[config.mk]
export PLATFORM = sky130hd
export DESIGN_NAME = seq_restoring_divider
export DESIGN_NICKNAME = d
export VERILOG_FILES = /design/src/rtl/seq_restoring_divider.sv
export SDC_FILE = /design/constraint.sdc
export NUM_CORES = 1
export LEC_CHECK = 0
export BUFFER_PORTS_ARGS = -buffer_cell sky130_fd_sc_hd__buf_2
export CORE_ASPECT_RATIO = 0.75
export CORE_MARGIN = 2
export CORE_UTILIZATION = 40
export CTS_BUF_LIST = sky130_fd_sc_hd__clkbuf_16
export DETAILED_ROUTE_END_ITERATION = 12
export HOLD_SLACK_MARGIN = 0.05
export SETUP_SLACK_MARGIN = 0.5
export SLEW_MARGIN = 20
export SYNTH_ARGS = -nofsm -noshare
export SYNTH_HDL_FRONTEND = slang
export SYNTH_SLANG_ARGS = --single-unit
[constraint.sdc]
create_clock -name clk -period 2.4 [get_ports clk]
set_clock_uncertainty 0.05 [all_clocks]
set_input_delay 0.48 -clock clk [delete_from_list [all_inputs] [get_ports clk]]
set_output_delay 0.48 -clock clk [all_outputs]
set_load 0.02 [all_outputs]
[src/rtl/seq_restoring_divider.sv]
// seq_restoring_divider: multi-cycle unsigned restoring divider, one quotient bit per clock.
//   clk          rising-edge clock
//   rst          synchronous active-high reset
//   start        request, sampled only while idle (busy=0)
//   dividend     unsigned dividend, captured on accept
//   divisor      unsigned divisor, captured on accept
//   busy         high while a division is in progress
//   done         one-cycle pulse; quotient/remainder/div_by_zero valid from this cycle
//   quotient     unsigned quotient, held until the next done
//   remainder    unsigned remainder, held until the next done
//   div_by_zero  set with done when the captured divisor was 0, cleared on the next accept
module seq_restoring_divider #(
    parameter int WIDTH = 4
) (
    input  logic             clk,
    input  logic             rst,
    input  logic             start,
    input  logic [WIDTH-1:0] dividend,
    input  logic [WIDTH-1:0] divisor,
    output logic             busy,
    output logic             done,
    output logic [WIDTH-1:0] quotient,
    output logic [WIDTH-1:0] remainder,
    output logic             div_by_zero
);
    localparam int CW = $clog2(WIDTH + 1);
    typedef enum logic {IDLE, RUN} state_t;
    state_t           state_q, state_d;
    logic [CW-1:0]    cnt_q, cnt_d;
    logic [WIDTH-1:0] dq_q, dq_d;
    logic [WIDTH-1:0] dv_q, dv_d;
    // After every step the partial remainder is below the divisor, so its top
    // bit is always zero and only the low WIDTH bits are kept.
    logic [WIDTH-1:0] r_q, r_d;
    logic [WIDTH-1:0] quo_q, quo_d;
    logic [WIDTH-1:0] rem_q, rem_d;
    logic             dbz_q, dbz_d;
    logic             done_q, done_d;
    logic [WIDTH:0]   r_sh, trial;
    // Trial subtraction as complement-and-add; trial[WIDTH]=1 signals a borrow.
    assign r_sh  = {r_q, dq_q[WIDTH-1]};
    assign trial = r_sh + ~{1'b0, dv_q} + {{WIDTH{1'b0}}, 1'b1};
    always_comb begin
        state_d = state_q;
        cnt_d   = cnt_q;
        dq_d    = dq_q;
        dv_d    = dv_q;
        r_d     = r_q;
        quo_d   = quo_q;
        rem_d   = rem_q;
        dbz_d   = dbz_q;
        done_d  = 1'b0;
        if (state_q == IDLE) begin
            if (start) begin
                dq_d    = dividend;
                dv_d    = divisor;
                r_d     = '0;
                cnt_d   = '0;
                dbz_d   = 1'b0;
                state_d = RUN;
            end
        end else if (dv_q == '0) begin
            quo_d   = '1;
            rem_d   = dq_q;
            dbz_d   = 1'b1;
            done_d  = 1'b1;
            state_d = IDLE;
        end else begin
            r_d   = trial[WIDTH] ? r_sh[WIDTH-1:0] : trial[WIDTH-1:0];
            dq_d  = {dq_q[WIDTH-2:0], ~trial[WIDTH]};
            cnt_d = cnt_q + CW'(1);
            if (cnt_q == CW'(WIDTH - 1)) begin
                quo_d   = dq_d;
                rem_d   = r_d;
                done_d  = 1'b1;
                state_d = IDLE;
            end
        end
    end
    always_ff @(posedge clk) begin
        if (rst) begin
            state_q <= IDLE;
            cnt_q   <= '0;
            dq_q    <= '0;
            dv_q    <= '0;
            r_q     <= '0;
            quo_q   <= '0;
            rem_q   <= '0;
            dbz_q   <= 1'b0;
            done_q  <= 1'b0;
        end else begin
            state_q <= state_d;
            cnt_q   <= cnt_d;
            dq_q    <= dq_d;
            dv_q    <= dv_d;
            r_q     <= r_d;
            quo_q   <= quo_d;
            rem_q   <= rem_d;
            dbz_q   <= dbz_d;
            done_q  <= done_d;
        end
    end
    assign busy        = (state_q == RUN);
    assign done        = done_q;
    assign quotient    = quo_q;
    assign remainder   = rem_q;
    assign div_by_zero = dbz_q;
endmodule

==> impl_metrics.csv <==
group,metric,value,unit
outcome,status,"complete, no violations",
clocking,clkTransAtPathRegs,0.06,ns
clocking,cts_made_buffers,3,
sta,setup-tns-final,0,ns
worst_hold_path,min_path_type,"in -> reg",
place,dp_cells,191,
final_layout,drive_gt1_frac,0.345,
sta,clock.fmax,0.476,GHz
place,placed_cell_area,1470,sq um
sta,setup_viol,0,
routing,vias_per_cell,5.45,
clocking,h-tree-depth,1,
power,p_leak,0.706,nW
routing,drtIter0Drc,83,
clocking,clockBufferDepth,2,
routing,dr_total_vias,1107,
yosys,syn_area,1300,sq um
yosys,synth_top_family_by_area,"compound AO/OA/AOI/OAI gates",
yosys,synth_compound_area_frac,0.179,
place,hpwlAfterDp,2180,um
sta,slew_violations,0,
power,vdd.ir_drop.worst,378,uV
yosys,synth-xor-area-share,0.0347,
floorplan,initial_utilization,0.430,
routing,routed_wl,3270,um
yosys,synth.most_common_cell,"dfxtp_1",
grt,antenna_found_initial,0,
yosys,yosysSeqAreaShare,0.401,
worst_setup_path,end_kind,"register",
clocking,tritoncts,"built",
final_layout,multiInputGateArea,783,sq um
sta,tightest_slew,0.648,ns
worst_setup_path,crit_required,2.55,ns
yosys,async_reset_ff_frac,0,
worst_setup_path,worst-path-max-fanout,4,
grt,grt_max_degree,18,
final_layout,nNetsFinal,185,
final_layout,fillers,273,
grt,overflow,0,
floorplan,ios,22,
yosys,synth_edf_count,0,
sta,rsz0062_at_grt,"true",
sta,min_period,2.10,ns
routing,firstDrtPassIters,4,
grt,grt_pass1_wl,5470,um
final_layout,utilization,0.552,
yosys,synthTopCellsByCount,"26 x dfxtp_1, 22 x nor2_1, 10 x mux2i_1",
yosys,synthFlopType,"dfxtp_1",
floorplan,rows,17,
worst_setup_path,path_class,"reg -> reg",
yosys,yosysWarnings,0,
power,totalPowerFinal,1.20,mW
floorplan,die_w,69.8,um
yosys,synth.distinct_cells,34,
clocking,clkLatencyLatePin,0.26,ns
final_layout,area_growth,28.5,%
worst_setup_path,worst_ep_arrival_time,2.25,ns
grt,grt_pass1_vias,1115,
yosys,ys_ff_latch,26,
worst_setup_path,startpoint_type,"register",
yosys,synth.area.mux_share,0.103,
place,port_buffers,21,
yosys,syn_inst,136,
power,power_density,722,nW/um^2
floorplan,die_h,53.3,um
sta,slew_headroom,0.565,
sta,hold_viol_final,0,
yosys,yosys.area.top_type,"dfxtp_1",
sta,period_share,0.875,
clocking,clockRootBuffer,"clkbuf_16",
yosys,synth_fa_ha_area_frac,0.0733,
yosys,synth_top_area_share,0.401,
yosys,synth.avg_cell_area,9.54,sq um
routing,drtAntennaViolNets,0,
yosys,synth-simple-area-share,0.162,
final_layout,num_antenna_cells,0,
floorplan,core-area,3020,sq um
run,drv_cap,0,
clocking,cts_sinks,26,
grt,grt_use_total,0.194,
routing,route.detailed.drc,0,
floorplan,die_area,3720,sq um
final_layout,stdcell_area,1670,sq um
final_layout,finalNonFillerCells,203,
yosys,syn_nets,154,
routing,wl_per_cell,16.1,um
final_layout,seq_area,523,sq um
place,gp_congestion,0.845,
yosys,synthTopCellsByArea,"dfxtp_1 40%, mux2i_1 7.7%, nor2_1 6.4%, ha_1 5.8%, o221a_1 3.5%",
[cells in the final DEF, fill, tap and decap left out, types with 2 or more instances in the layout]
cell,Yosys,layout
a21oi_1,7,7
nor2_1,22,21
buf_6,0,4
o21a_1,2,2
dfxtp_1,26,24
dfxtp_2,0,2
a31oi_1,2,2
mux2i_1,10,9
nand4_1,3,3
buf_4,1,8
inv_1,7,6
mux2_4,0,2
o21ai_2,0,2
buf_2,3,21
o21ai_0,5,5
a211oi_1,3,3
ha_1,6,5
a311oi_2,0,2
nand2b_1,5,4
clkbuf_16,0,3
nand3_1,2,2
nand2_1,4,4
o221a_1,4,4
o21ai_1,4,2
[layer usage]
metal | wire length (um) | GRT usage
met5 | 0 | 0
met4 | 70 | 0.0897
met3 | 103 | 0.0495
met2 | 1540 | 0.314
met1 | 1550 | 0.244
[registers in the layout (all words and copies together), names as in the netlist]
name and count:
done 1, cnt_q 3, r_q 4, busy 1
quotient 4, div_by_zero 1, dv_q 4, dq_q 4
remainder 4
[area by class of cell]
| type | count | area share |
|---|---|---|
| inverter | 7 | 0.0173 |
| clock buffer | 3 | 0.0450 |
| timing repair buffer | 33 | 0.126 |
| tap | 38 | 0.0285 |
| multi-input combinational | 96 | 0.470 |
| sequential | 26 | 0.314 |
[power by group]
group / total, mW / switching (mW) / internal [mW]
registers: 0.495 / 0.0314 / 0.463
logic: 0.340 / 0.174 / 0.166
clock network: 0.369 / 0.148 / 0.221
total: 1.20 / 0.354 / 0.850
[kinds of logic after synthesis]
logic type               count (synthesis)
AO/OA/AOI/OAI                           32
multiplexers                            13
adder cells (fa/ha/maj)                  7
buffers and inverters                   14
AND/OR/NAND/NOR                         41
XOR/XNOR                                 3
flip-flops                              26
[worst paths after layout]
path,slack [ns],cells past startpoint,end,startpoint
max,0.30,9,r_q[1],dq_q[3]
min,0.40,3,dv_q[2],divisor[2]
max reg2reg,0.30,9,r_q[1],dq_q[3]
min reg2reg,0.44,2,cnt_q[1],cnt_q[1]
[what timing repair did]
action | 4_1_cts | 5_1_grt
endpoints found under the setup margin | 10 | 10
cloned | 0 | 0
pin swaps | 4 | 2
hold buffers | 0 | 0
gates resized for setup | 5 | 9
endpoints found under the hold margin | 0 | 0
buffers inserted | 7 | 2
[worst max-delay path, stage by stage, from the launching register on]
cell and delay, ns:
dfxtp_2 0.35, inv_4 0.04, ha_4 0.16, fa_2 0.33, nand2b_4 0.16, a21oi_4 0.19
xor2_4 0.19, buf_6 0.14, mux2_4 0.30, o21ai_2 0.12
[metrics by stage]
stage	hold slack (ns)	setup WS, ns
6_report	0.404	0.299
2_1_floorplan	0.402	0.363
4_1_cts	0.401	0.357
3_3_place_gp	0.410	0.280
3_5_place_dp	0.425	0.193
5_1_grt	0.406	0.248
Power figures use the tool's default switching activity.
